==> src/rtl/gpio_edge_irq.sv <==
// gpio_edge_irq: synchronizes GPIO pins, latches masked rise/fall edges into sticky status and drives a level irq (optional filter: GPIO_DEBOUNCE_EN)
module gpio_edge_irq #(
    parameter int BASE        = 0,
    parameter int WIDTH       = 32,
    parameter int SYNC_STAGES = 2
) (
    input  logic             clk,
    input  logic             reset,
    input  logic             set_stb,
    input  logic [7:0]       set_addr,
    input  logic [31:0]      set_data,
    input  logic [WIDTH-1:0] gpio_in,
    output logic [WIDTH-1:0] gpio_level,
    output logic [31:0]      irq_status,
    output logic             irq
);
    localparam logic [7:0] A_RISE = 8'(BASE);
    localparam logic [7:0] A_FALL = 8'(BASE + 1);
    localparam logic [7:0] A_CLR  = 8'(BASE + 2);
    localparam int PW = $clog2(SYNC_STAGES + 2);
    localparam logic [PW-1:0] PRIME = PW'(SYNC_STAGES + 1);

    logic [WIDTH-1:0] sync_q [SYNC_STAGES];
    logic [WIDTH-1:0] rise_mask_q, fall_mask_q, lvl_q, status_q, status_d;
    logic [WIDTH-1:0] lvl, clr, rise, fall;
    logic [PW-1:0]    prime_q;
    logic             irq_q, armed;

    // Metastability chain: pins land in sync_q[SYNC_STAGES-1] after SYNC_STAGES clks
    always_ff @(posedge clk) begin
        if (reset) begin
            for (int i = 0; i < SYNC_STAGES; i++) sync_q[i] <= '0;
        end else begin
            sync_q[0] <= gpio_in;
            for (int i = 1; i < SYNC_STAGES; i++) sync_q[i] <= sync_q[i-1];
        end
    end

`ifdef GPIO_DEBOUNCE_EN
    localparam logic [7:0] A_DB = 8'(BASE + 3);
    logic [15:0]      db_count_q;
    logic [15:0]      cnt_q [WIDTH];
    logic [15:0]      cnt_d [WIDTH];
    logic [WIDTH-1:0] filt_q, filt_d;

    // Stability filter: filtered level follows the synced pin only after db_count consecutive differing clks
    always_comb begin
        for (int i = 0; i < WIDTH; i++) begin
            filt_d[i] = filt_q[i];
            cnt_d[i]  = '0;
            if (db_count_q == '0) begin
                filt_d[i] = sync_q[SYNC_STAGES-1][i];
            end else if (sync_q[SYNC_STAGES-1][i] != filt_q[i]) begin
                if (cnt_q[i] >= db_count_q - 16'd1) filt_d[i] = sync_q[SYNC_STAGES-1][i];
                else cnt_d[i] = cnt_q[i] + 16'd1;
            end
        end
    end

    // Filter state registers
    always_ff @(posedge clk) begin
        if (reset) begin
            filt_q <= '0;
            for (int i = 0; i < WIDTH; i++) cnt_q[i] <= '0;
        end else begin
            filt_q <= filt_d;
            for (int i = 0; i < WIDTH; i++) cnt_q[i] <= cnt_d[i];
        end
    end

    // A zero count bypasses the filter register so timing matches the unfiltered build
    assign lvl = (db_count_q == '0) ? sync_q[SYNC_STAGES-1] : filt_q;

    // Debounce count register
    always_ff @(posedge clk) begin
        if (reset) db_count_q <= '0;
        else if (set_stb && set_addr == A_DB) db_count_q <= set_data[15:0];
    end
`else
    assign lvl = sync_q[SYNC_STAGES-1];
`endif

    // Mask registers
    always_ff @(posedge clk) begin
        if (reset) begin
            rise_mask_q <= '0;
            fall_mask_q <= '0;
        end else if (set_stb) begin
            if (set_addr == A_RISE) rise_mask_q <= set_data[WIDTH-1:0];
            if (set_addr == A_FALL) fall_mask_q <= set_data[WIDTH-1:0];
        end
    end

    // Edge detect against the previous level; a new edge beats a simultaneous clear
    always_comb begin
        armed    = prime_q == PRIME;
        clr      = (set_stb && set_addr == A_CLR) ? set_data[WIDTH-1:0] : '0;
        rise     = armed ? (lvl & ~lvl_q & rise_mask_q) : '0;
        fall     = armed ? (~lvl & lvl_q & fall_mask_q) : '0;
        status_d = (status_q & ~clr) | rise | fall;
    end

    // Level history, sticky status, irq and the post-reset priming counter
    always_ff @(posedge clk) begin
        if (reset) begin
            lvl_q    <= '0;
            status_q <= '0;
            irq_q    <= 1'b0;
            prime_q  <= '0;
        end else begin
            lvl_q    <= lvl;
            status_q <= status_d;
            irq_q    <= |status_q;
            prime_q  <= armed ? prime_q : prime_q + 1'b1;
        end
    end

    assign gpio_level = lvl_q;
    assign irq_status = 32'(status_q);
    assign irq        = irq_q;
endmodule

==> config.mk <==
export PLATFORM = sky130hd
export DESIGN_NAME = gpio_edge_irq
export DESIGN_NICKNAME = d
export VERILOG_FILES = /design/src/rtl/gpio_edge_irq.sv
export SDC_FILE = /design/constraint.sdc
export NUM_CORES = 1
export LEC_CHECK = 0
export ABC_AREA = 1
export BUFFER_PORTS_ARGS = -buffer_cell sky130_fd_sc_hd__buf_2
export CAP_MARGIN = 20
export CELL_PAD_IN_SITES_DETAIL_PLACEMENT = 0
export CELL_PAD_IN_SITES_GLOBAL_PLACEMENT = 1
export CORE_ASPECT_RATIO = 1.2
export CORE_MARGIN = 2
export CORE_UTILIZATION = 42
export DETAILED_ROUTE_END_ITERATION = 16
export HOLD_SLACK_MARGIN = 0.02
export PLACE_DENSITY = 0.82
export SKIP_CTS_REPAIR_TIMING = 1
export SLEW_MARGIN = 40
export SYNTH_ARGS = -nofsm -noshare
export SYNTH_HDL_FRONTEND = slang
export SYNTH_SLANG_ARGS = --single-unit
==> constraint.sdc <==
create_clock -name clk -period 2.75 [get_ports clk]
set_input_delay 0 -clock clk [delete_from_list [all_inputs] [get_ports clk]]
set_output_delay 0 -clock clk [all_outputs]
set_load 0.05 [all_outputs]
# After elaboration in Yosys (flattened, before gate mapping)
# Memory sizes are Yosys's and may differ from the RTL's.
# Index checks and enable logic that the tools add are counted.
classes:
  n_eq_ne: 3
  addsub: 1
  bitwise_logic: 12
  n_reduce_logical: 5
  mux: 8
ops:
  columns: ["operator", "count"]
  rows:
  - ["bitwise AND 32 bit", 5]
  - ["2-to-1 mux 32 bit", 5]
  - ["inverter 32 bit", 3]
  - ["OR 32 bit", 2]
  - ["OR reduction 32 bit", 1]
  - ["equality test 8 x 1 -> 1 bit, second input constant", 1]
  - ["equality test 8 x 2 -> 1 bit, second input constant", 1]
  - ["zero test 8 bit", 1]
  - ["AND reduction 2 bit", 2]
  - ["2-to-1 mux 1 bit", 3]
  - ["adder 2 x 1 -> 2 bit, second input constant", 1]
  - ["equality test 2 bit, second input constant", 1]
  - ["OR 1 bit", 2]
  - ["logical AND 1 bit", 1]
totals:
  mem_count: 1
  reg_bits: 131
  mem_bits_rw: 64
  output_inout_bits: 65
  elab_cells: 36
memory_table:
  columns: ["name", "words", "word_bits", "read_ports", "rd_ports_with_merged_regs", "wr", "line", "rtl"]
  rows:
  - ["sync_q", 2, 32, 2, 0, 2, "23", "logic [WIDTH-1:0] sync_q [SYNC_STAGES];"]

# Depth between registers and ports, before layout
# Gate-level depths: netlist of run 1.
logic_depth:
  ltp_word: 7
  ltp_mapped: 7
  mapped_depth_nobuf: 6

# Worst setup path before layout of run 1
# No wires, ideal clock.
synth_path:
  kind: "reg2reg"
  start: "reg prime_q[0]"
  end: "reg status_q[29], in the netlist irq_status[29]"
  path_buffers: 1
  period_less_slack_ns: 1.231
  setup_time_ns: 0.132
  setup_slack_ns: 1.519
  stages_incl_launch_ff: 7
  t_arrival_ns: 1.099
  path_cell_list: "dfxtp_1 -> ha_1 -> inv_1 -> clkbuf_1 -> nor2_1 -> nand2_1 -> a21oi_1"
synth_via:
  elab_chain_len: 4
  elab_cells_between_ends: 5
synth_rtl:
  columns: ["element", "line", "rtl"]
  rows:
  - ["start, declared", "26", "logic [PW-1:0] prime_q;"]
  - ["start signal, assigned", "114", "prime_q <= armed ? prime_q : prime_q + 1'b1;"]
  - ["equality test 2 bit *", "96", "armed = prime_q == PRIME;"]
  - ["2-to-1 mux 32 bit", "98", "rise = armed ? (lvl & ~lvl_q & rise_mask_q) : '0;"]
  - ["OR 32 bit", "100", "status_d = (status_q & ~clr) | rise | fall;"]
  - ["OR 32 bit *", "100", null]
  - ["end signal, assigned", "112", "status_q <= status_d;"]
  - ["end, declared", "24", "logic [WIDTH-1:0] rise_mask_q, fall_mask_q, lvl_q, status_q, status_d;"]
# Mark *: on every way between the ends. The rest lies on a longest branch, timed or not.
# A chain may end at the register's enable or synchronous reset.

==> flow_summary.yaml, run 1 <==
outcome:
  outcome: "completed"
placement:
  dp_hpwl_mm: 11.1
  placedCellCount: 1255
  place_congestion: 0.771
  dp_slack_ps: 1010
  port-buffer-count: 139
grt:
  overflow: 0
  gr-usage-all-layers: 0.196
  antenna_found_initial: 0
  grt_max_degree: 56
  first_global_vias: 5524
  grt_pass1_wl_mm: 27.4
critical_path:
  crit_path_max_fanout: 30
  critPathCaptureType: "flop"
  r2r-end: "irq_status[6]"
  critPathCapture: "rise_mask_q[9]"
  arrival_ps: 1670
  criticalPathCategory: "input port to flop"
  rr_worst_depth: 6
  required_ps: 3110
  critPathLaunch: "reset"
  startpoint_type: "input port"
  r2r_start: "prime_q[0]"
  ff2ff_setup_slack_ps: 1470
drt:
  vias: 6187
  routed_wl_mm: 17.5
  first_pass_iters: 4
  dr.first_iter.drc_count: 377
  drc: 0
  vias_per_cell: 4.55
  wl_per_cell_um: 12.9
  ant_nets: 0
final_layout:
  diodes: 0
  layout_commonest_cell: "nor2_1"
  nFillCells: 1601
  synthToLayoutAreaGrowth_pct: 31.9
  layout-drive-gt1-share: 0.168
  nets: 1211
  layoutNonFillerInstCount: 1360
  most-common-layout-cells: "nor2_1 (282), dfxtp_1 (195), nand2_1 (139)"
pwr:
  total_power_mw: 6.16
  power.leakage_nw: 3.98
  p_per_area_nw_per_um2: 665
  ir_drop_uv: 375
clock_tree:
  cts_buffer_depth: 2
  clock_sinks: 195
  numCtsBuffers: 17
  htree_levels: 4
  cts_tree: "done"
  cts_root_buf: "clkbuf_16"
  clk_pin_slew_ps: 70
  clkLatencyLatePin_ps: 430
timing:
  hold_viol: 0
  relSlewSlack: 0.546
  slew_violations: 0
  worst_slack_ps: 1440
  whs_ps: 251
  worst_pin_slew_ps: 679
  max_freq_mhz: 762
  tns_ps: 0
  rsz0062_at_grt: "false"
  final.min_clock_period_ps: 1310
  period_share: 0.477
  fin_skew_ps: 8.11
  setup_viol: 0
floorplanning:
  rows: 51
  coreArea_sq_um: 16300
  initial_core_util: 0.432
  dieArea_sq_um: 17800
  die_y_um: 146
  fp.dieW_um: 122
  pin_count: 140
yosys:
  ys_types: 19
  synth_top_area_frac: 0.556
  synth-seq-area-share: 0.556
  syn_avg_cell_area_sq_um: 7.51
  netlist_instances: 935
  synth_top_area_cell: "dfxtp_1"
  synth_area_sq_um: 7020
  synth_area_leaders: "dfxtp_1 (56%), nor2_1 (15%), nand2_1 (7.4%), inv_1 (5.5%), a21oi_1 (4.6%)"
  syn-num-nets: 1011
  ys.warnings.count: 0
  ys_ff_latch: 195
min_path:
  holdPathStages: 6
  hp-class: "input port to flop"
run:
  drv_cap: 0
[metal layers]
layer / global-route usage / vias up / wire length, um
li1: - / 3263 / -
met1: 0.266 / 2788 / 8340
met2: 0.311 / 122 / 8160
met3: 0.0494 / 14 / 816
met4: 0.0529 / 0 / 180
met5: 0 / - / 0
[flip-flops by register name (all words and copies together), names as in the netlist]
| name | flops |
|---|---|
| sync_q | 64 |
| irq_status | 32 |
| fall_mask_q | 32 |
| prime_q | 2 |
| rise_mask_q | 32 |
| gpio_level | 32 |
| irq | 1 |
[per-stage QoR]
step | instance area, sq um | utilization
after floorplan | 7020 | -
after global placement | 7850 | 0.482
after detailed placement | 7870 | 0.484
after CTS | 8530 | 0.524
after global routing | 9260 | 0.569
final | 9260 | 0.569
[cell type report]
class | instances | area (sq um) | share of cell area
clock buffers | 20 | 457 | 0.0493
clock inverters | 12 | 200 | 0.0216
inverters | 102 | 383 | 0.0413
multi-input cells | 595 | 2510 | 0.271
flip-flops and latches | 195 | 3900 | 0.422
well taps | 212 | 265 | 0.0286
repair buffers | 224 | 1540 | 0.166
[report_power, final]
group	switching [mW]	internal (mW)
sequential	0.0388	2.90
combinational	0.295	0.191
clock	1.07	1.67
total	1.40	4.76
[synth_stat cells]
cell / number
buf_6: 6
o21ai_1: 17
o21ai_0: 48
a21oi_1: 64
nor3_4: 2
nand2_2: 4
nand3_1: 32
dfxtp_1: 195
nor2_2: 3
ha_1: 1
nor2_1: 282
xor2_1: 1
clkbuf_2: 5
nand2_1: 139
inv_1: 102
clkbuf_1: 15
nand3b_1: 1
buf_2: 17
nor3_2: 1
[how the worst min path moves through the flow]
stage / slack [ps] / startpoint / end
final: 250 / set_stb / fall_mask_q[31]
after global routing: 270 / set_stb / fall_mask_q[10]
after CTS: -250 / gpio_in[12] / sync_q[0][12]
after detailed placement: 200 / gpio_in[12] / sync_q[0][12]
after global placement: 200 / gpio_in[15] / sync_q[0][15]
after floorplan: 110 / gpio_in[0] / sync_q[0][0]
[kinds of logic (layout without fill, tap and decap cells)]
group                    Yosys count  in the layout  synth area share
AND/OR/NAND/NOR                  464            464             0.261
buffers and inverters            145            358            0.0878
flip-flops                       195            195             0.556
XOR/XNOR                           1              1           0.00125
adder cells (fa/ha/maj)            1              1           0.00178
AO/OA/AOI/OAI                    129            129            0.0919
[worst max-delay path: stages]
cell           delay (ps)
dlygate4sd3_1         540
buf_4                 220
inv_2                 370
buf_4                 310
o21ai_0               110
nor2_1                110
(Power assumes the default switching activity.)
==> run 2: changes to the inputs <==
Settings changed: ABC_AREA 1 to 0, CORE_UTILIZATION 42 to 43, PLACE_DENSITY 0.82 to 0.77.
Clock period 2.75 ns to 1.31 ns, I/O delays scaled along.
==> run 2 against run 1 <==
Against the previous run:
- largest power group unchanged
- worst setup slack got worse by 1400 ps
- worst hold slack got worse by 170 ps
- clock power is 110% higher
- non-clock buffer count increased by 14
- via count shrank 4.7%
- sequential share of layout area down 3.5 points
- first-iteration DRC count decreased by 12%
- global-route usage barely moved
- design area grew 9.2%
- combinational power up 130%
- final cell count down 17%
==> flow_summary.yaml, run 2 <==
yosys:
  synthTopCellsByCount: "dfxtp_1 (195), nand2b_1 (97), nor2b_1 (96), mux2i_1 (65), nand4b_1 (64)"
  synth_area_sq_um: 7580
  ys_types: 26
  synth_area_leaders: "dfxtp_1 (51%), mux2i_1 (8.6%), nand2b_1 (8.0%), nor2b_1 (7.9%), nand4b_1 (7.4%)"
  ys.warnings.count: 0
  synth_top_area_cell: "dfxtp_1"
  synth-seq-area-share: 0.515
  ys.flop_type: "dfxtp_1"
  syn-num-nets: 766
  netlist_instances: 690
  async_flop_share: 0
  syn_avg_cell_area_sq_um: 11.0
  synth_edf_count: 0
  ys_ff_latch: 195
  post-synth-top-count-cell: "dfxtp_1"
  synth_top_area_frac: 0.515
floorplanning:
  rows: 53
  pin_count: 140
  die_y_um: 149
  initial_core_util: 0.436
  dieArea_sq_um: 18700
  coreArea_sq_um: 17400
  fp.dieW_um: 125
outcome:
  outcome: "completed"
timing:
  setup_viol: 0
  final.min_clock_period_ps: 1260
  slew_violations: 0
  hold_viol: 0
  worst_pin_slew_ps: 361
  rsz0062_at_grt: "false"
  relSlewSlack: 0.757
  period_share: 0.960
  tns_ps: 0
  max_freq_mhz: 795
  fin_skew_ps: 5.56
drt:
  routed_wl_mm: 19.3
  vias: 5899
  first_pass_iters: 4
  ant_nets: 0
  dr.first_iter.drc_count: 330
  vias_per_cell: 5.24
  wl_per_cell_um: 17.1
  drc: 0
critical_path:
  critPathCaptureType: "flop"
  critPathLaunch: "irq_status[23]"
  worst_path_max_delay_cell: "dfxtp_1"
  required_ps: 1620
  rr_worst_depth: 4
  criticalPathCategory: "flop to flop"
  ff2ff_setup_slack_ps: 50
  r2r-end: "irq"
  startpoint_type: "flop"
  slowest_delay_ps: 370
  crit_path_max_fanout: 3
  arrival_ps: 1570
  crit_family: "simple AND/OR/NAND/NOR gates"
  r2r_start: "irq_status[23]"
  worstPathCellList: "nor4_2 -> buf_4 -> and4_1 -> a21oi_1"
  critPathBufInv: 1
pwr:
  power.leakage_nw: 4.05
  total_power_mw: 13.0
  ir_drop_uv: 866
  p_per_area_nw_per_um2: 1280
final_layout:
  layout-drive-gt1-share: 0.266
  layout_commonest_cell: "dfxtp_1"
  most-common-layout-cells: "dfxtp_1 (195), buf_2 (138), nand2b_1 (96), nor2b_1 (96), dlygate4sd3_1 (68)"
  largest_reg_flops: 64
  fin_area_sq_um: 10100
  synthToLayoutAreaGrowth_pct: 33.3
  layoutNonFillerInstCount: 1126
  nets: 969
  nFillCells: 1469
  top_register: "sync_q"
  diodes: 0
clock_tree:
  cts_tree: "done"
  cts_root_buf: "clkbuf_16"
  numCtsBuffers: 17
  clkLatencyLatePin_ps: 430
  htree_levels: 4
  cts_buffer_depth: 2
  clk_pin_slew_ps: 70
  clock_sinks: 195
run:
  drv_cap: 0
grt:
  grt_pass1_wl_mm: 29.1
  first_global_vias: 5763
  overflow: 0
  antenna_found_initial: 0
  grt_max_degree: 77
  gr-usage-all-layers: 0.196
placement:
  dp_hpwl_mm: 12.2
  place_congestion: 0.807
  placedCellCount: 1024
  port-buffer-count: 139
  dpl_cell_area_sq_um: 8670
min_path:
  hp-class: "input port to flop"
  min_from: "set_stb"
  holdPathStages: 4
  hold_path_end: "fall_mask_q[0]"
[run 2: report_power, final]
part | internal, mW | total [mW] | leakage [nW] | switching, mW
clock | 3.54 | 5.72 | 0.322 | 2.18
combinational | 0.522 | 1.10 | 2.15 | 0.574
sequential | 6.06 | 6.14 | 1.59 | 0.0744
[run 2: kinds of logic after synthesis]
logic type,count (synthesis),share of synthesized area
multiplexers,65,0.0858
adder cells (fa/ha/maj),1,0.00165
AO/OA/AOI/OAI,65,0.0937
flip-flops,195,0.515
AND/OR/NAND/NOR,309,0.268
XOR/XNOR,1,0.00116
buffers and inverters,54,0.0345
[run 2: per-layer routing]
metal  up-vias  wire [um]  GRT usage
li1       2846          -          -
met1      2884       8330      0.238
met2       145       9810      0.342
met3        24        888     0.0458
met4         0        267     0.0694
met5         -          0          0
[run 2: stage by stage]
| stage | worst slack [ps] | hold WS [ps] | utilization |
|---|---|---|---|
| 2_1_floorplan | -3.98 | 128 | - |
| 3_3_place_gp | -159 | 209 | 0.499 |
| 3_5_place_dp | -224 | 212 | 0.499 |
| 4_1_cts | -64.1 | -241 | 0.537 |
| 5_1_grt | 0.811 | 83.1 | 0.582 |
| 6_report | 52.0 | 79.3 | 0.582 |
[run 2: tightest hold or removal path, stage by stage]
cell	delay (ps)
buf_2	120
nand4_1	100
buf_4	160
mux2i_1	70
[run 2: area by class of cell]
class / count / area, sq um / share of cell area
flip-flops and latches: 195 / 3900 / 0.386
multi-input cells: 441 / 3480 / 0.344
repair buffers: 238 / 1800 / 0.178
clock buffers: 23 / 478 / 0.0473
well taps: 220 / 275 / 0.0272
clock inverters: 9 / 174 / 0.0172
[run 2: how the worst max path moves through the flow]
stage | to | slack [ps] | cells past startpoint
2_1_floorplan | irq_status[24] | -4 | 5
3_3_place_gp | rise_mask_q[0] | -160 | 6
3_5_place_dp | rise_mask_q[1] | -220 | 6
4_1_cts | irq | -60 | 4
5_1_grt | irq_status[1] | 0.8 | 4
6_report | irq | 50 | 4
